## src/rtl/reg_file_rw.sv

```systemverilog
// Architectural register file: one write port, two registered read ports under valid/ready, same-cycle write bypass.
// After reset a sequencer clears all NUM_REGS entries (one per cycle) before read requests are accepted.
module reg_file_rw #(
  parameter int NUM_REGS = 32,
  parameter int ADDR_W   = 5,
  parameter int DATA_W   = 32
) (
  input  logic              i_clk,
  input  logic              i_rst,
  input  logic              i_rd_req,
  output logic              o_rd_ready,
  input  logic [ADDR_W-1:0] i_rs_addr,
  input  logic [ADDR_W-1:0] i_rt_addr,
  output logic [DATA_W-1:0] o_rs_data,
  output logic [DATA_W-1:0] o_rt_data,
  output logic              o_rd_valid,
  input  logic              i_wr_en,
  input  logic [ADDR_W-1:0] i_wr_addr,
  input  logic [DATA_W-1:0] i_wr_data,
  output logic              o_init_busy
);

  typedef enum logic {S_INIT, S_RUN} state_t;

  localparam logic [ADDR_W:0] LAST_IDX = (ADDR_W+1)'(NUM_REGS - 1);
  localparam logic [ADDR_W:0] CNT_ONE  = (ADDR_W+1)'(1);

  state_t            r_state;
  logic [ADDR_W:0]   r_clr_cnt;
  logic              r_rd_ready;
  logic              r_init_busy;
  logic              r_rd_valid;
  logic [DATA_W-1:0] r_rs_data;
  logic [DATA_W-1:0] r_rt_data;
  logic [DATA_W-1:0] r_regs [NUM_REGS];

  logic              w_accept;
  logic              w_we;
  logic [ADDR_W-1:0] w_waddr;
  logic [DATA_W-1:0] w_wdata;
  logic [DATA_W-1:0] w_rs_next;
  logic [DATA_W-1:0] w_rt_next;

  assign w_accept = i_rd_req && (r_state == S_RUN);

  // Single storage write port shared by the clear sequencer and write-back.
  always_comb begin
    w_we    = 1'b0;
    w_waddr = i_wr_addr;
    w_wdata = i_wr_data;
    if (!i_rst) begin
      if (r_state == S_INIT) begin
        w_we    = 1'b1;
        w_waddr = r_clr_cnt[ADDR_W-1:0];
        w_wdata = '0;
      end else if (i_wr_en && (i_wr_addr != '0)) begin
        w_we = 1'b1;
      end
    end
  end

  // A nonzero read address matching the write address implies a nonzero write address.
  always_comb begin
    w_rs_next = r_regs[i_rs_addr];
    w_rt_next = r_regs[i_rt_addr];
    if (i_rs_addr == '0) begin
      w_rs_next = '0;
    end else if (i_wr_en && (i_wr_addr == i_rs_addr)) begin
      w_rs_next = i_wr_data;
    end
    if (i_rt_addr == '0) begin
      w_rt_next = '0;
    end else if (i_wr_en && (i_wr_addr == i_rt_addr)) begin
      w_rt_next = i_wr_data;
    end
  end

  always_ff @(posedge i_clk) begin
    if (w_we) begin
      r_regs[w_waddr] <= w_wdata;
    end
  end

  always_ff @(posedge i_clk) begin
    if (i_rst) begin
      r_state     <= S_INIT;
      r_clr_cnt   <= '0;
      r_rd_ready  <= 1'b0;
      r_init_busy <= 1'b1;
      r_rd_valid  <= 1'b0;
      r_rs_data   <= '0;
      r_rt_data   <= '0;
    end else if (r_state == S_INIT) begin
      r_rd_valid <= 1'b0;
      r_clr_cnt  <= r_clr_cnt + CNT_ONE;
      if (r_clr_cnt == LAST_IDX) begin
        r_state     <= S_RUN;
        r_rd_ready  <= 1'b1;
        r_init_busy <= 1'b0;
      end
    end else begin
      r_rd_valid <= w_accept;
      if (w_accept) begin
        r_rs_data <= w_rs_next;
        r_rt_data <= w_rt_next;
      end
    end
  end

  assign o_rd_ready  = r_rd_ready;
  assign o_init_busy = r_init_busy;
  assign o_rd_valid  = r_rd_valid;
  assign o_rs_data   = r_rs_data;
  assign o_rt_data   = r_rt_data;

endmodule

```

## config.mk

```make
export PLATFORM = sky130hd
export DESIGN_NAME = reg_file_rw
export DESIGN_NICKNAME = d
export VERILOG_FILES = /design/src/rtl/reg_file_rw.sv
export SDC_FILE = /design/constraint.sdc
export NUM_CORES = 1
export LEC_CHECK = 0
export CORE_ASPECT_RATIO = 1.25
export CORE_MARGIN = 1
export CORE_UTILIZATION = 25
export CTS_CLUSTER_SIZE = 12
export DETAILED_ROUTE_END_ITERATION = 10
export DONT_BUFFER_PORTS = 1
export HOLD_SLACK_MARGIN = 0.1
export PLACE_DENSITY_LB_ADDON = 0.08
export SYNTH_ARGS = -nofsm -noshare
export SYNTH_HDL_FRONTEND = slang
export SYNTH_SLANG_ARGS = --single-unit
```

## constraint.sdc

```tcl
create_clock -name i_clk -period 3.1 [get_ports i_clk]
set_input_delay 0.31 -clock i_clk [delete_from_list [all_inputs] [get_ports i_clk]]
set_output_delay 0.31 -clock i_clk [all_outputs]
set_load 0.1 [all_outputs]
```

# Yosys cells after proc, flatten, opt, wreduce, memory -nomap -nowiden
# Memories as Yosys holds them, arrays and structs flattened.
# Cells that the tools add are included.
word_totals:
  memories: 1
  mem_bits_rw: 1024
  latch_bits: 0
  regBits: 74
  rom_bits: 0
memory_table:
  columns: ["memory", "depth", "word_bits", "read_ports", "rd_ports_with_merged_regs", "wr", "line", "rtl"]
  rows:
  - ["r_regs", 32, 32, 2, 0, 1, "35", "logic [DATA_W-1:0] r_regs [NUM_REGS];"]
classes:
  eq_ne: 3
  n_shift: 0
  reduce_logical: 10
  n_addsub: 1
  multipliers: 0
  div_mod_pow: 0
  muxes: 15
  bitwise: 1
  order_cmp: 0
ops:
  columns: ["operator", "n"]
  rows:
  - ["$mux W32", 6]
  - ["$eq A5 B5 Y1", 2]
  - ["$logic_not A5 Y1", 2]
  - ["$mux W5", 2]
  - ["$mux W1", 7]
  - ["$add A6 B1 Y6 const B", 1]
  - ["$eq A6 B5 Y1 const B", 1]
  - ["$reduce_bool A5 Y1", 1]
  - ["$logic_and A1 B1 Y1", 4]
  - ["$reduce_and A2 Y1", 2]
  - ["$reduce_or A2 Y1", 1]
  - ["$not A1 Y1", 1]

# Longest topological paths before layout
# Gate-level depths: netlist of the first run.
depth:
  depth_word: 7
  depth_mapped: 10
  ltp_nobuf: 5

# Worst setup path before layout of the first run
# No wires, ideal clock.
synth_timing:
  kind: "reg2reg"
  startpoint: "register r_state"
  endpoint: "memory r_regs[16][0], enable pin"
  setup_slack_ns: -0.195
  arrival_ns: 2.870
  t_required_ns: 2.675
  path_stages_with_launch: 7
  setup_time_ns: 0.425
  cell_sequence: "dfxtp_1 clkbuf_1 nor2_1 or3_1 o31ai_1 and3_1 nor2b_1"
synth_via:
  elab_chain_cells: 4
synth_lines:
  columns: ["item", "line", "rtl"]
  rows:
  - ["start: declaration", "28", "state_t r_state;"]
  - ["start signal: assignment", "86", "r_state <= S_INIT;"]
  - ["start signal: assignment", "97", "r_state <= S_RUN;"]
  - ["$mux W1", "52", "if (r_state == S_INIT) begin"]
  - ["$mux W1", "51", "if (!i_rst) begin"]
  - ["$mux W1", "79", "if (w_we) begin"]
  - ["$mux W1 (not written as such)", "80", "r_regs[w_waddr] <= w_wdata;"]
  - ["end: declaration", "35", null]
# Parallel ways exist; a longest one is shown, timed or not.

# Worst setup path after layout of the first run
layout_timing:
  startpoint: "input i_rs_addr[0]"
  endpoint: "register r_rs_data[28], in the netlist o_rs_data[28]"
layout_via:
  elab_chain_cells: 4
layout_lines:
  columns: ["item", "line", "rtl"]
  rows:
  - ["start: declaration", "12", "input logic [ADDR_W-1:0] i_rs_addr,"]
  - ["branches (longest 3 deep; another with $mem_v2 Z32 W32)", null, null]
  - ["$mux W32 *", "66", "if (i_rs_addr == '0) begin"]
  - ["end signal: assignment", "104", "r_rs_data <= w_rs_next;"]
  - ["end: declaration", "33", "logic [DATA_W-1:0] r_rs_data;"]
# Every way passes the cells marked *.
# A chain may end at the register's enable or synchronous reset.

==> impl_results.html, run 1 <==
<table>
<tr><th>Metric</th><th>Value</th></tr>
<tr><th colspan="2">Synth</th></tr>
<tr><td>Top FF cell, synth</td><td>edfxtp_1</td></tr>
<tr><td>Register bit total from synthesis</td><td>1098</td></tr>
<tr><td>Area leader, netlist</td><td>edfxtp_1</td></tr>
<tr><td>Cell with the most instances after synthesis</td><td>edfxtp_1</td></tr>
<tr><td>Number of enable-type register cells in the synthesized netlist</td><td>1024</td></tr>
<tr><td>Average footprint of a synthesized cell</td><td>16.7 sq um</td></tr>
<tr><td>Top cell types by occurrence after synthesis</td><td>edfxtp_1 (1024), mux2i_1 (534), a22oi_1 (289)</td></tr>
<tr><td>Share of async-settable or async-resettable flops after synthesis</td><td>0%</td></tr>
<tr><td>Number of cells produced by synthesis</td><td>3023</td></tr>
<tr><td>Mapped cell area</td><td>0.0506 sq mm</td></tr>
<tr><td>Leading post-synthesis cells by cell area</td><td>edfxtp_1 (61%), mux4_2 (12%), mux2i_1 (11%)</td></tr>
<tr><td>Number of library cell types mapped by synthesis</td><td>49</td></tr>
<tr><td>Seq/Total Area, Yosys</td><td>63.7%</td></tr>
<tr><td>Total nets after synthesis</td><td>3075</td></tr>
<tr><td>Synthesis warning total</td><td>0</td></tr>
<tr><td>Area fraction of the dominant cell type after synthesis</td><td>60.8%</td></tr>
<tr><th colspan="2">Worst setup path</th></tr>
<tr><td>Critical path's slowest cell</td><td>o211a_2</td></tr>
<tr><td>Cells traversed along the worst timing path</td><td>xnor2_1, nand4_1, o211a_2, nand2_1, nand3_1, dlygate4sd3_1</td></tr>
<tr><td>Cell family with most CP delay</td><td>compound AO/OA/AOI/OAI gates</td></tr>
<tr><td>Slowest cell delay on critical path</td><td>1.02 ns</td></tr>
<tr><td>Critical Path Start Type</td><td>input pin</td></tr>
<tr><td>Data arrival time of the critical path</td><td>3.76 ns</td></tr>
<tr><td>Worst Path Max Fanout</td><td>248</td></tr>
<tr><td>Crit path buf inv count</td><td>1</td></tr>
<tr><td>Type of element capturing the critical path</td><td>flip-flop</td></tr>
<tr><td>Worst setup path category</td><td>in2reg</td></tr>
<tr><td>Critical Path RT</td><td>3.82 ns</td></tr>
<tr><th colspan="2">Final layout</th></tr>
<tr><td>Filler Cells Inserted</td><td>19659</td></tr>
<tr><td>Footprint of the flip-flops and latches</td><td>0.0322 sq mm</td></tr>
<tr><td>Share of final-layout standard cells stronger than drive strength 1</td><td>23.3%</td></tr>
<tr><td>Area used by multi-input combinational logic</td><td>0.0176 sq mm</td></tr>
<tr><td>Final instance area</td><td>0.0606 sq mm</td></tr>
<tr><td>Area Overhead vs Synth</td><td>19.8%</td></tr>
<tr><td>Layout Nets</td><td>3247</td></tr>
<tr><th colspan="2">Power</th></tr>
<tr><td>Worst IR drop on VDD</td><td>398 uV</td></tr>
<tr><td>Ratio of total power to cell area</td><td>568 mW/mm^2</td></tr>
<tr><td>Static leakage power</td><td>20.4 nW</td></tr>
<tr><th colspan="2">STA</th></tr>
<tr><td>TNS Setup</td><td>0 ns</td></tr>
<tr><td>Endpoints failing hold</td><td>0</td></tr>
<tr><td>Worst slew margin</td><td>4.40%</td></tr>
<tr><td>Time the final worst path needs with I/O delays and setup</td><td>3.04 ns</td></tr>
<tr><td>Max-slew violation count</td><td>0</td></tr>
<tr><td>Post-layout worst setup margin</td><td>0.0556 ns</td></tr>
<tr><td>Actual transition at the worst max-transition pin</td><td>1.43 ns</td></tr>
<tr><td>Unrepaired setup endpoints after global routing</td><td>no</td></tr>
<tr><td>Fraction of the cycle the final worst path needs</td><td>98.2%</td></tr>
<tr><td>Layout Skew</td><td>0.0253 ns</td></tr>
<tr><td>Final setup violation count</td><td>0</td></tr>
<tr><td>Max Fclk</td><td>0.328 GHz</td></tr>
<tr><th colspan="2">Global route</th></tr>
<tr><td>Met2 capacity usage during global routing</td><td>36.4%</td></tr>
<tr><td>Global-route track usage on met3</td><td>3.71%</td></tr>
<tr><td>First-pass GRT wire length</td><td>288 mm</td></tr>
<tr><td>Total congestion overflow</td><td>0</td></tr>
<tr><td>Gr busiest metal</td><td>met2</td></tr>
<tr><td>Pin count of the biggest net entering global routing</td><td>515</td></tr>
<tr><td>Antenna violations before repair</td><td>9</td></tr>
<tr><td>Met1 Use GR</td><td>25.2%</td></tr>
<tr><td>Total track usage</td><td>20.7%</td></tr>
<tr><td>Vias in the first global route</td><td>32865</td></tr>
<tr><th colspan="2">Drt</th></tr>
<tr><td>Total Routed Length</td><td>215 mm</td></tr>
<tr><td>Total number of vias</td><td>31407</td></tr>
<tr><td>DRC violations left</td><td>0</td></tr>
<tr><td>Routed length per placed instance</td><td>35.8 um</td></tr>
<tr><td>Via-per-instance ratio</td><td>5.23</td></tr>
<tr><td>DRT iter0 DRCs</td><td>2660</td></tr>
<tr><td>Drt pass-1 iters</td><td>6</td></tr>
<tr><td>Post-route ant nets</td><td>0</td></tr>
<tr><th colspan="2">Die</th></tr>
<tr><td>Initial Utilization</td><td>25.2%</td></tr>
<tr><td>Horiz. Die Dim</td><td>404 um</td></tr>
<tr><td>Area inside the core boundary</td><td>0.201 sq mm</td></tr>
<tr><td>Row cnt</td><td>184</td></tr>
<tr><td>IO Count</td><td>118</td></tr>
<tr><td>Area of the die</td><td>0.204 sq mm</td></tr>
<tr><td>Vertical die dimension</td><td>505 um</td></tr>
<tr><th colspan="2">Run</th></tr>
<tr><td>Max_cap viols</td><td>0</td></tr>
<tr><th colspan="2">Placed design</th></tr>
<tr><td>Placed cell area</td><td>0.0557 sq mm</td></tr>
<tr><td>Weighted congestion reported at the end of routability-driven placement</td><td>0.784</td></tr>
<tr><td>Total half-perimeter wirelength after legalization and detailed placement</td><td>120 mm</td></tr>
<tr><td>Pre-CTS setup slack</td><td>0.228 ns</td></tr>
<tr><td>I/O Buffers</td><td>0</td></tr>
<tr><th colspan="2">Clocking</th></tr>
<tr><td>Number of gates resized after cts</td><td>0</td></tr>
<tr><td>CTS Root Buffer Type</td><td>clkbuf_16</td></tr>
<tr><td>TritonCTS clock tree</td><td>done</td></tr>
<tr><td>Clock latency reported for the late side of the worst-skew pair</td><td>0.80 ns</td></tr>
<tr><td>Clock sink count</td><td>1098</td></tr>
<tr><td>Max clock buf depth</td><td>3</td></tr>
<tr><td>Number of H-tree levels</td><td>4</td></tr>
<tr><td>Clock-pin slew of the registers on the worst-case setup and hold paths</td><td>0.06 ns</td></tr>
<tr><td>Total clock buffers created by CTS</td><td>130</td></tr>
<tr><th colspan="2">Min path</th></tr>
<tr><td>Path class of the lowest-slack min-delay path</td><td>in2reg</td></tr>
<tr><th colspan="2">Outcome</th></tr>
<tr><td>Status</td><td>finished clean</td></tr>
</table>
-- path summary, 6_finish.rpt --
check | to | start | cells after the start | slack, ns
worst max register to register | o_rs_data[28] | r_state | 6 | 0.10
worst max-delay path | o_rs_data[28] | i_rs_addr[0] | 6 | 0.06
worst min-delay path | o_rs_data[15] | i_rs_addr[3] | 3 | 0.14
worst min register to register | r_clr_cnt[5] | r_clr_cnt[5] | 2 | 0.49
-- power by group --
group / internal, mW / switching (mW) / leakage, nW
Clock: 8.89 / 6.50 / 2.06
Combinational: 1.04 / 1.58 / 8.35
Sequential: 16.3 / 0.0651 / 9.96
Total: 26.3 / 8.15 / 20.4
-- metal layers --
| metal | up-vias | wire, um |
|---|---|---|
| met1 | 17019 | 86200 |
| met3 | 302 | 11200 |
| met4 | 2 | 7520 |
| li1 | 12960 | - |
| met2 | 1124 | 110000 |
| met5 | - | 13 |
-- registers in the layout, indices dropped and copies added (netlist names) --
name,flops
o_init_busy,1
o_rd_ready,1
o_rd_valid,1
o_rs_data,32
o_rt_data,32
r_clr_cnt,6
r_regs,1024
r_state,1
-- layout by cell type (no fill, tap or decap), types with 47 or more instances in the layout --
cell / synthesis / layout
buf_4: 13 / 164
mux2i_1: 534 / 534
edfxtp_1: 1024 / 1024
mux4_2: 276 / 276
buf_12: 0 / 63
and2_1: 70 / 65
dlygate4sd3_1: 0 / 47
dfxtp_1: 74 / 74
nand3_1: 162 / 162
a22oi_1: 289 / 289
clkbuf_16: 0 / 135
-- final cells by class --
cell class / count / share of cell area (%)
Inverter: 3 / 0.0186
Antenna cell: 5 / 0.0206
Tap cell: 2697 / 5.57
Timing Repair Buffer: 283 / 5.25
Multi-Input combinational cell: 1679 / 29.0
Sequential cell: 1098 / 53.2
Clock buffer: 166 / 5.79
Clock inverter: 75 / 1.15
-- kinds of logic after synthesis --
group,share of synthesized area (%)
adder cells (fa/ha/maj),0.0247
buffers and inverters,2.17
AND/OR/NAND/NOR,4.29
XOR/XNOR,0.225
AO/OA/AOI/OAI,6.42
flip-flops,63.7
multiplexers,23.2
-- worst min-delay path, stage by stage --
cell and delay (ns):
mux4_2 0.21, nand2b_1 0.20, nand3_1 0.14
-- repair_timing --
action                                  CTS  global route
buffers inserted                          0             0
endpoints found under the setup margin    0            32
hold buffers                             49             1
hold endpoints to repair                972             1
-- per-stage QoR --
step / total power [mW] / hold WS (ns) / util (%) / instances
2_1_floorplan: 18.3 / 0.448 / - / 3023
3_3_place_gp: 19.0 / 0.382 / 27.7 / 5704
3_5_place_dp: 19.0 / 0.385 / 27.7 / 5705
4_1_cts: 34.7 / 0.112 / 30.1 / 5995
5_1_grt: 35.4 / 0.103 / 30.2 / 6002
6_report: 34.4 / 0.138 / 30.2 / 6006
No activity file was read; power rests on OpenSTA's default activity.
==> inputs of run 2 (changes only) <==
CELL_PAD_IN_SITES_DETAIL_PLACEMENT = 0   (was unset)
CELL_PAD_IN_SITES_GLOBAL_PLACEMENT = 1   (was unset)
CTS_CLUSTER_DIAMETER = 30   (was unset)
==> impl_results.html, run 2 (synthesis results as in run 1) <==
<table>
<tr><th>Metric</th><th>Value</th></tr>
<tr><th colspan="2">Die</th></tr>
<tr><td>Vertical die dimension</td><td>505 um</td></tr>
<tr><td>Area inside the core boundary</td><td>0.201 sq mm</td></tr>
<tr><td>Horiz. Die Dim</td><td>404 um</td></tr>
<tr><td>Initial Utilization</td><td>25.2%</td></tr>
<tr><td>Area of the die</td><td>0.204 sq mm</td></tr>
<tr><td>IO Count</td><td>118</td></tr>
<tr><td>Row cnt</td><td>184</td></tr>
<tr><th colspan="2">STA</th></tr>
<tr><td>Worst slew margin</td><td>-49.4%</td></tr>
<tr><td>Actual transition at the worst max-transition pin</td><td>2.24 ns</td></tr>
<tr><td>Fin Hold WS</td><td>0.156 ns</td></tr>
<tr><td>TNS Setup</td><td>0 ns</td></tr>
<tr><td>Layout Skew</td><td>0.0551 ns</td></tr>
<tr><td>Fraction of the cycle the final worst path needs</td><td>98.6%</td></tr>
<tr><td>Unrepaired setup endpoints after global routing</td><td>no</td></tr>
<tr><td>Max Fclk</td><td>0.327 GHz</td></tr>
<tr><td>Time the final worst path needs with I/O delays and setup</td><td>3.06 ns</td></tr>
<tr><td>Post-layout worst setup margin</td><td>0.0443 ns</td></tr>
<tr><td>Max-slew violation count</td><td>410</td></tr>
<tr><td>Final setup violation count</td><td>0</td></tr>
<tr><td>Endpoints failing hold</td><td>0</td></tr>
<tr><th colspan="2">Final layout</th></tr>
<tr><td>Layout Nets</td><td>3421</td></tr>
<tr><td>Commonest non-fill, non-tap cells in the layout</td><td>edfxtp_1 (1024), mux2i_1 (534), clkbuf_16 (306), a22oi_1 (289), mux4_2 (276)</td></tr>
<tr><td>Share of final-layout standard cells stronger than drive strength 1</td><td>28.4%</td></tr>
<tr><td>Filler Cells Inserted</td><td>19176</td></tr>
<tr><td>Utilization after layout</td><td>32.9%</td></tr>
<tr><td>Largest register by flop count</td><td>r_regs</td></tr>
<tr><td>Most frequent standard cell in the layout excluding fill and tap cells</td><td>edfxtp_1</td></tr>
<tr><td>Final instance area</td><td>0.0662 sq mm</td></tr>
<tr><td>Max reg flops</td><td>1024</td></tr>
<tr><td>Area Overhead vs Synth</td><td>30.7%</td></tr>
<tr><th colspan="2">Clocking</th></tr>
<tr><td>CTS Root Buffer Type</td><td>clkbuf_16</td></tr>
<tr><td>Total clock buffers created by CTS</td><td>300</td></tr>
<tr><td>TritonCTS clock tree</td><td>done</td></tr>
<tr><td>Clock-pin slew of the registers on the worst-case setup and hold paths</td><td>0.04 ns</td></tr>
<tr><td>Clock latency reported for the late side of the worst-skew pair</td><td>0.91 ns</td></tr>
<tr><td>Clock sink count</td><td>1098</td></tr>
<tr><td>Max clock buf depth</td><td>4</td></tr>
<tr><td>Number of H-tree levels</td><td>5</td></tr>
<tr><th colspan="2">Drt</th></tr>
<tr><td>Total Routed Length</td><td>221 mm</td></tr>
<tr><td>Drt pass-1 iters</td><td>6</td></tr>
<tr><td>DRT iter0 DRCs</td><td>2674</td></tr>
<tr><td>Routed length per placed instance</td><td>35.1 um</td></tr>
<tr><td>Via-per-instance ratio</td><td>5.19</td></tr>
<tr><td>Total number of vias</td><td>32700</td></tr>
<tr><td>Post-route ant nets</td><td>0</td></tr>
<tr><td>DRC violations left</td><td>0</td></tr>
<tr><th colspan="2">Min path</th></tr>
<tr><td>Instance count along the most critical hold path</td><td>3</td></tr>
<tr><td>Path class of the lowest-slack min-delay path</td><td>in2reg</td></tr>
<tr><th colspan="2">Global route</th></tr>
<tr><td>First-pass GRT wire length</td><td>301 mm</td></tr>
<tr><td>Vias in the first global route</td><td>35114</td></tr>
<tr><td>Pin count of the biggest net entering global routing</td><td>515</td></tr>
<tr><td>Total track usage</td><td>21.5%</td></tr>
<tr><td>Antenna violations before repair</td><td>17</td></tr>
<tr><td>Total congestion overflow</td><td>0</td></tr>
<tr><th colspan="2">Placed design</th></tr>
<tr><td>Placed cell area</td><td>0.0553 sq mm</td></tr>
<tr><td>Pre-CTS setup slack</td><td>0.0681 ns</td></tr>
<tr><td>I/O Buffers</td><td>0</td></tr>
<tr><td>Weighted congestion reported at the end of routability-driven placement</td><td>0.794</td></tr>
<tr><td>Total half-perimeter wirelength after legalization and detailed placement</td><td>129 mm</td></tr>
<tr><th colspan="2">Worst setup path</th></tr>
<tr><td>Cells traversed along the worst timing path</td><td>xor2_1, nor4_1, and3_1, nor3_2, buf_4, a221o_1, dlygate4sd3_1</td></tr>
<tr><td>Slowest cell delay on critical path</td><td>0.56 ns</td></tr>
<tr><td>Count of cells along the worst register-to-register path</td><td>8</td></tr>
<tr><td>Data arrival time of the critical path</td><td>3.84 ns</td></tr>
<tr><td>Worst setup path category</td><td>in2reg</td></tr>
<tr><td>Critical path's slowest cell</td><td>xor2_1</td></tr>
<tr><td>Critical Path RT</td><td>3.88 ns</td></tr>
<tr><td>Type of element capturing the critical path</td><td>flip-flop</td></tr>
<tr><td>Cell family with most CP delay</td><td>buffers and inverters</td></tr>
<tr><td>Critical Path Start Type</td><td>input pin</td></tr>
<tr><td>Crit path buf inv count</td><td>2</td></tr>
<tr><td>Number of stages on the worst setup path</td><td>7</td></tr>
<tr><td>Worst Path Max Fanout</td><td>514</td></tr>
<tr><th colspan="2">Power</th></tr>
<tr><td>Ratio of total power to cell area</td><td>746 mW/mm^2</td></tr>
<tr><td>Static leakage power</td><td>23.0 nW</td></tr>
<tr><td>Worst IR drop on VDD</td><td>584 uV</td></tr>
<tr><th colspan="2">Run</th></tr>
<tr><td>Max_cap viols</td><td>0</td></tr>
<tr><th colspan="2">Outcome</th></tr>
<tr><td>Status</td><td>finished, violations left</td></tr>
<tr><td>Violated checks</td><td>max-slew violations</td></tr>
</table>
==> run 2: cell count changes in the layout (fill, tap and decap cells not counted), moves of 9 or more <==
cell           change
buf_12            -14
clkinv_4          +15
dlygate4sd3_1     +22
inv_6             +14
clkbuf_16        +171
clkinvlp_4        +29
clkbuf_1           +9
clkinv_1          +10
clkinv_2          +13
bufinv_16         +25
==> run 2: final cells by class <==
class / count / area [sq um] / area share (%)
Sequential cell: 1098 / 32200 / 48.7
Tap cell: 2697 / 3370 / 5.10
Antenna cell: 7 / 17.5 / 0.0265
Inverter: 3 / 11.3 / 0.0170
Clock inverter: 178 / 1960 / 2.97
Multi-Input combinational cell: 1679 / 17600 / 26.6
Clock buffer: 351 / 7920 / 12.0
Timing Repair Buffer: 287 / 3040 / 4.59
==> run 2: repair_timing <==
| item | 4_1_cts | 5_1_grt |
|---|---|---|
| hold endpoints to repair | 930 | 0 |
| hold buffers | 75 | 0 |
| setup buffers | 0 | 10 |
| setup endpoints to repair | 0 | 36 |
| resized for setup | 0 | 1 |
==> run 2: where the power goes <==
group          switching [mW]  leakage [nW]  internal [mW]  total, mW
Combinational            1.45          8.32           1.07       2.52
Sequential             0.0654          9.96           16.4       16.5
Clock                    9.35          4.75           21.0       30.4
==> run 2: tightest hold or removal path: cells and delay by family <==
kind / cells / cell delay (ns)
compound gates: 2 / 0.36
buf+inv: 1 / 0.27
==> run 2: per-stage QoR <==
stage | instances | power (mW)
4_1_cts | 6284 | 49.8
3_5_place_dp | 5680 | 19.0
2_1_floorplan | 3023 | 18.3
6_report | 6300 | 49.3
3_3_place_gp | 5679 | 19.0
5_1_grt | 6297 | 50.6
==> run 2: metal layers <==
metal	GRT usage [%]	share of wire [%]	up-vias
li1	-	-	13418
met2	36.9	50	1281
met5	0	0.019	-
met1	26.4	41	17631
met3	3.88	5.0	364
met4	8.48	3.7	6
==> run 2: final timing paths <==
| path | start | end | slack [ns] |
|---|---|---|---|
| worst max-delay path | i_rt_addr[2] | o_rt_data[2] | 0.04 |
| worst min-delay path | i_rs_addr[2] | o_rs_data[24] | 0.16 |
| worst max register to register | r_state | o_rs_data[9] | 0.20 |
| worst min register to register | o_rs_data[24] | o_rs_data[24] | 0.50 |
==> inputs of run 3 (changes only) <==
ABC_AREA = 1   (was unset)
==> impl_results.html, run 3 <==
<table>
<tr><th>Metric</th><th>Value</th></tr>
<tr><th colspan="2">Clocking</th></tr>
<tr><td>Clock latency reported for the late side of the worst-skew pair</td><td>0.86 ns</td></tr>
<tr><td>Total clock buffers created by CTS</td><td>352</td></tr>
<tr><td>TritonCTS clock tree</td><td>done</td></tr>
<tr><td>Number of H-tree levels</td><td>5</td></tr>
<tr><td>CTS Root Buffer Type</td><td>clkbuf_16</td></tr>
<tr><td>Clock sink count</td><td>1098</td></tr>
<tr><td>Max clock buf depth</td><td>4</td></tr>
<tr><td>Clock-pin slew of the registers on the worst-case setup and hold paths</td><td>0.04 ns</td></tr>
<tr><td>Setup bufs post-CTS</td><td>0</td></tr>
<tr><th colspan="2">Worst setup path</th></tr>
<tr><td>Crit path buf inv count</td><td>6</td></tr>
<tr><td>Crit Reg-Reg Startpoint</td><td>r_state</td></tr>
<tr><td>Most prevalent standard cell on the critical path</td><td>nand2_1</td></tr>
<tr><td>Worst reg-to-reg setup slack</td><td>0.28 ns</td></tr>
<tr><td>Cell family with most CP delay</td><td>buffers and inverters</td></tr>
<tr><td>Capturing point of the worst reg2reg path</td><td>o_rt_data[4]</td></tr>
<tr><td>Data arrival time of the critical path</td><td>5.54 ns</td></tr>
<tr><td>Worst Path Max Fanout</td><td>716</td></tr>
<tr><td>Type of element capturing the critical path</td><td>flip-flop</td></tr>
<tr><td>Slowest cell delay on critical path</td><td>0.99 ns</td></tr>
<tr><td>Critical Path Start Type</td><td>input pin</td></tr>
<tr><td>Critical path's slowest cell</td><td>inv_16</td></tr>
<tr><td>Cells traversed along the worst timing path</td><td>inv_16, buf_12, buf_4, buf_4, nand2_1, nand3_1, nand3_1, nand2_1, nand3_1, nand2_1, nand2_1, nand2_1, dlygate4sd3_1, a21oi_1, dlygate4sd3_1</td></tr>
<tr><td>Worst setup path category</td><td>in2reg</td></tr>
<tr><td>Critical Path RT</td><td>3.83 ns</td></tr>
<tr><td>Count of cells along the worst register-to-register path</td><td>9</td></tr>
<tr><th colspan="2">STA</th></tr>
<tr><td>Unrepaired setup endpoints after global routing</td><td>no</td></tr>
<tr><td>Max-slew violation count</td><td>748</td></tr>
<tr><td>Max Fclk</td><td>0.208 GHz</td></tr>
<tr><td>Layout Skew</td><td>0.0610 ns</td></tr>
<tr><td>Endpoints failing hold</td><td>0</td></tr>
<tr><td>Worst slew margin</td><td>-112%</td></tr>
<tr><td>Time the final worst path needs with I/O delays and setup</td><td>4.81 ns</td></tr>
<tr><td>TNS Setup</td><td>-24.97 ns</td></tr>
<tr><td>Fraction of the cycle the final worst path needs</td><td>155%</td></tr>
<tr><td>Post-layout worst setup margin</td><td>-1.71 ns</td></tr>
<tr><td>Final setup violation count</td><td>35</td></tr>
<tr><td>Actual transition at the worst max-transition pin</td><td>3.19 ns</td></tr>
<tr><th colspan="2">Drt</th></tr>
<tr><td>DRC violations left</td><td>0</td></tr>
<tr><td>Via-per-instance ratio</td><td>4.72</td></tr>
<tr><td>DRT iter0 DRCs</td><td>3957</td></tr>
<tr><td>Total Routed Length</td><td>288 mm</td></tr>
<tr><td>Drt pass-1 iters</td><td>5</td></tr>
<tr><td>Routed length per placed instance</td><td>26.8 um</td></tr>
<tr><td>Post-route ant nets</td><td>0</td></tr>
<tr><td>Total number of vias</td><td>50676</td></tr>
<tr><th colspan="2">Global route</th></tr>
<tr><td>Pin count of the biggest net entering global routing</td><td>717</td></tr>
<tr><td>Total congestion overflow</td><td>0</td></tr>
<tr><td>Total track usage</td><td>24.4%</td></tr>
<tr><td>Antenna violations before repair</td><td>12</td></tr>
<tr><td>Vias in the first global route</td><td>50587</td></tr>
<tr><td>First-pass GRT wire length</td><td>398 mm</td></tr>
<tr><th colspan="2">Final layout</th></tr>
<tr><td>Most frequent standard cell in the layout excluding fill and tap cells</td><td>nand2_1</td></tr>
<tr><td>Layout Nets</td><td>7438</td></tr>
<tr><td>Max reg flops</td><td>1024</td></tr>
<tr><td>Utilization after layout</td><td>32.7%</td></tr>
<tr><td>Largest register by flop count</td><td>r_regs</td></tr>
<tr><td>Commonest non-fill, non-tap cells in the layout</td><td>nand2_1 (2785), edfxtp_1 (1024), nand3_1 (1000), inv_1 (699), nor2_1 (684)</td></tr>
<tr><td>Area Overhead vs Synth</td><td>29.8%</td></tr>
<tr><td>Filler Cells Inserted</td><td>23888</td></tr>
<tr><td>Share of final-layout standard cells stronger than drive strength 1</td><td>10.8%</td></tr>
<tr><th colspan="2">Outcome</th></tr>
<tr><td>Status</td><td>finished, violations left</td></tr>
<tr><td>Violated checks</td><td>max-slew violations, negative setup slack</td></tr>
<tr><th colspan="2">Synth</th></tr>
<tr><td>Number of cells produced by synthesis</td><td>7179</td></tr>
<tr><td>Number of library cell types mapped by synthesis</td><td>25</td></tr>
<tr><td>Area fraction of the dominant cell type after synthesis</td><td>53.5%</td></tr>
<tr><td>Cell with the most instances after synthesis</td><td>nand2_1</td></tr>
<tr><td>Total nets after synthesis</td><td>7231</td></tr>
<tr><td>Number of enable-type register cells in the synthesized netlist</td><td>1024</td></tr>
<tr><td>Mapped cell area</td><td>0.0575 sq mm</td></tr>
<tr><td>Average footprint of a synthesized cell</td><td>8.01 sq um</td></tr>
<tr><td>Top FF cell, synth</td><td>edfxtp_1</td></tr>
<tr><td>Share of async-settable or async-resettable flops after synthesis</td><td>0%</td></tr>
<tr><td>Register bit total from synthesis</td><td>1098</td></tr>
<tr><td>Seq/Total Area, Yosys</td><td>56.1%</td></tr>
<tr><td>Synthesis warning total</td><td>0</td></tr>
<tr><td>Leading post-synthesis cells by cell area</td><td>edfxtp_1 (54%), nand2_1 (18%), nand3_1 (8.7%)</td></tr>
<tr><td>Top cell types by occurrence after synthesis</td><td>nand2_1 (2787), edfxtp_1 (1024), nand3_1 (1001)</td></tr>
<tr><td>Area leader, netlist</td><td>edfxtp_1</td></tr>
<tr><th colspan="2">Power</th></tr>
<tr><td>Logic pwr share</td><td>6.4%</td></tr>
<tr><td>Sequential Power Share</td><td>30.3%</td></tr>
<tr><td>Internal power summed over all cells</td><td>41.6 mW</td></tr>
<tr><td>Clock power share</td><td>63.3%</td></tr>
<tr><td>Switching power as a share of total power</td><td>23.5%</td></tr>
<tr><td>Ratio of total power to cell area</td><td>729 mW/mm^2</td></tr>
<tr><td>Static leakage power</td><td>31.5 nW</td></tr>
<tr><td>Switching power total</td><td>12.8 mW</td></tr>
<tr><td>Worst IR drop on VDD</td><td>484 uV</td></tr>
<tr><th colspan="2">Die</th></tr>
<tr><td>IO Count</td><td>118</td></tr>
<tr><td>Initial Utilization</td><td>25.2%</td></tr>
<tr><td>Horiz. Die Dim</td><td>431 um</td></tr>
<tr><td>Area inside the core boundary</td><td>0.228 sq mm</td></tr>
<tr><td>Vertical die dimension</td><td>538 um</td></tr>
<tr><td>Area of the die</td><td>0.232 sq mm</td></tr>
<tr><td>Row cnt</td><td>196</td></tr>
<tr><th colspan="2">Placed design</th></tr>
<tr><td>Total half-perimeter wirelength after legalization and detailed placement</td><td>156 mm</td></tr>
<tr><td>Weighted congestion reported at the end of routability-driven placement</td><td>0.795</td></tr>
<tr><td>I/O Buffers</td><td>0</td></tr>
<tr><th colspan="2">Min path</th></tr>
<tr><td>Hold_sp</td><td>i_rt_addr[3]</td></tr>
<tr><td>Worst Hold End</td><td>o_rt_data[28]</td></tr>
<tr><td>Instance count along the most critical hold path</td><td>5</td></tr>
<tr><td>Path class of the lowest-slack min-delay path</td><td>in2reg</td></tr>
<tr><th colspan="2">Run</th></tr>
<tr><td>Max_cap viols</td><td>0</td></tr>
</table>
-- run 3: cell types whose count changed after synthesis, sizes merged, moves of 76 or more --
cell,previous run,this run
a21oi,18,105
a22oi,289,0
buf,118,296
inv,3,705
mux2i,534,0
mux4,276,0
nand2,34,2787
nand3,162,1002
nor2,52,752
o211ai,2,78
o21ai,19,172
-- run 3: what timing repair did --
action / CTS / global route
endpoints found under the hold margin: 1040 / 0
hold buffers: 67 / 0
gates resized for setup: 0 / 4
endpoints found under the setup margin: 0 / 1
-- run 3: power by group through the flow --
stage          Sequential (mW)  Combinational, mW  Clock [mW]
2_1_floorplan             16.7               2.10           0
3_3_place_gp              16.7               3.31           0
3_5_place_dp              16.7               3.30           0
4_1_cts                   16.5               3.50        35.0
5_1_grt                   16.5               3.72        35.8
6_report                  16.5               3.49        34.4
-- run 3: how the worst max path moves through the flow --
| stage | start | endpoint | slack (ns) | cells after the start |
|---|---|---|---|---|
| 6_report | i_rt_addr[0] | o_rt_data[4] | -1.71 | 15 |
| 5_1_grt | i_rt_addr[0] | o_rt_data[4] | 0.01 | 15 |
| 4_1_cts | i_wr_addr[3] | o_rt_data[4] | 0.12 | 12 |
| 3_5_place_dp | i_rs_addr[2] | o_rs_data[30] | 0.14 | 13 |
| 3_3_place_gp | i_rs_addr[0] | o_rs_data[30] | 0.09 | 13 |
| 2_1_floorplan | r_state | r_regs[16][0] | -0.81 | 8 |
-- run 3: metrics by stage --
stage / setup slack (ns) / area (sq um) / total power [mW] / instances / hold slack (ns)
6_report: -1.71 / 74600 / 54.4 / 10743 / 0.140
5_1_grt: 0.0106 / 74600 / 56.0 / 10742 / 0.129
4_1_cts: 0.115 / 74600 / 54.9 / 10740 / 0.102
3_5_place_dp: 0.144 / 62400 / 20.0 / 10034 / 0.389
3_3_place_gp: 0.0945 / 62400 / 20.0 / 10034 / 0.389
2_1_floorplan: -0.812 / 57500 / 18.8 / 7179 / 0.443
-- run 3: final cells by class --
| class | instances | area [sq um] | share of cell area, % |
|---|---|---|---|
| well taps | 3069 | 3840 | 5.15 |
| diodes | 3 | 7.51 | 0.0101 |
| clock buffers | 453 | 9550 | 12.8 |
| multi-input cells | 4925 | 20900 | 28.1 |
| flip-flops and latches | 1098 | 32200 | 43.2 |
| clock inverters | 186 | 1900 | 2.55 |
| repair buffers | 302 | 3420 | 4.59 |
| inverters | 707 | 2700 | 3.62 |
-- run 3: worst register-to-register path, delay by kind of cell, from the launching register on --
family	cells	cell delay, ns
AO/OA/AOI/OAI	1	0.11
AND/OR/NAND/NOR	4	0.67
buffers and inverters	4	1.52
flip-flops	1	0.47
-- run 3: routing by layer --
layer | vias to the layer above | routed length, um | GRT usage, %
met5 | - | 0 | 0
met2 | 1392 | 144000 | 43.2
met1 | 25192 | 120000 | 29.7
li1 | 23690 | - | -
met3 | 402 | 12100 | 3.27
met4 | 0 | 11300 | 9.80
-- run 3: logic make-up after synthesis --
group | count (synthesis) | share of synthesized area, %
AND/OR/NAND/NOR | 4561 | 32.1
buffers and inverters | 1156 | 8.32
flip-flops | 1098 | 56.1
AO/OA/AOI/OAI | 362 | 3.51
XOR/XNOR | 1 | 0.0152
adder cells (fa/ha/maj) | 1 | 0.0218
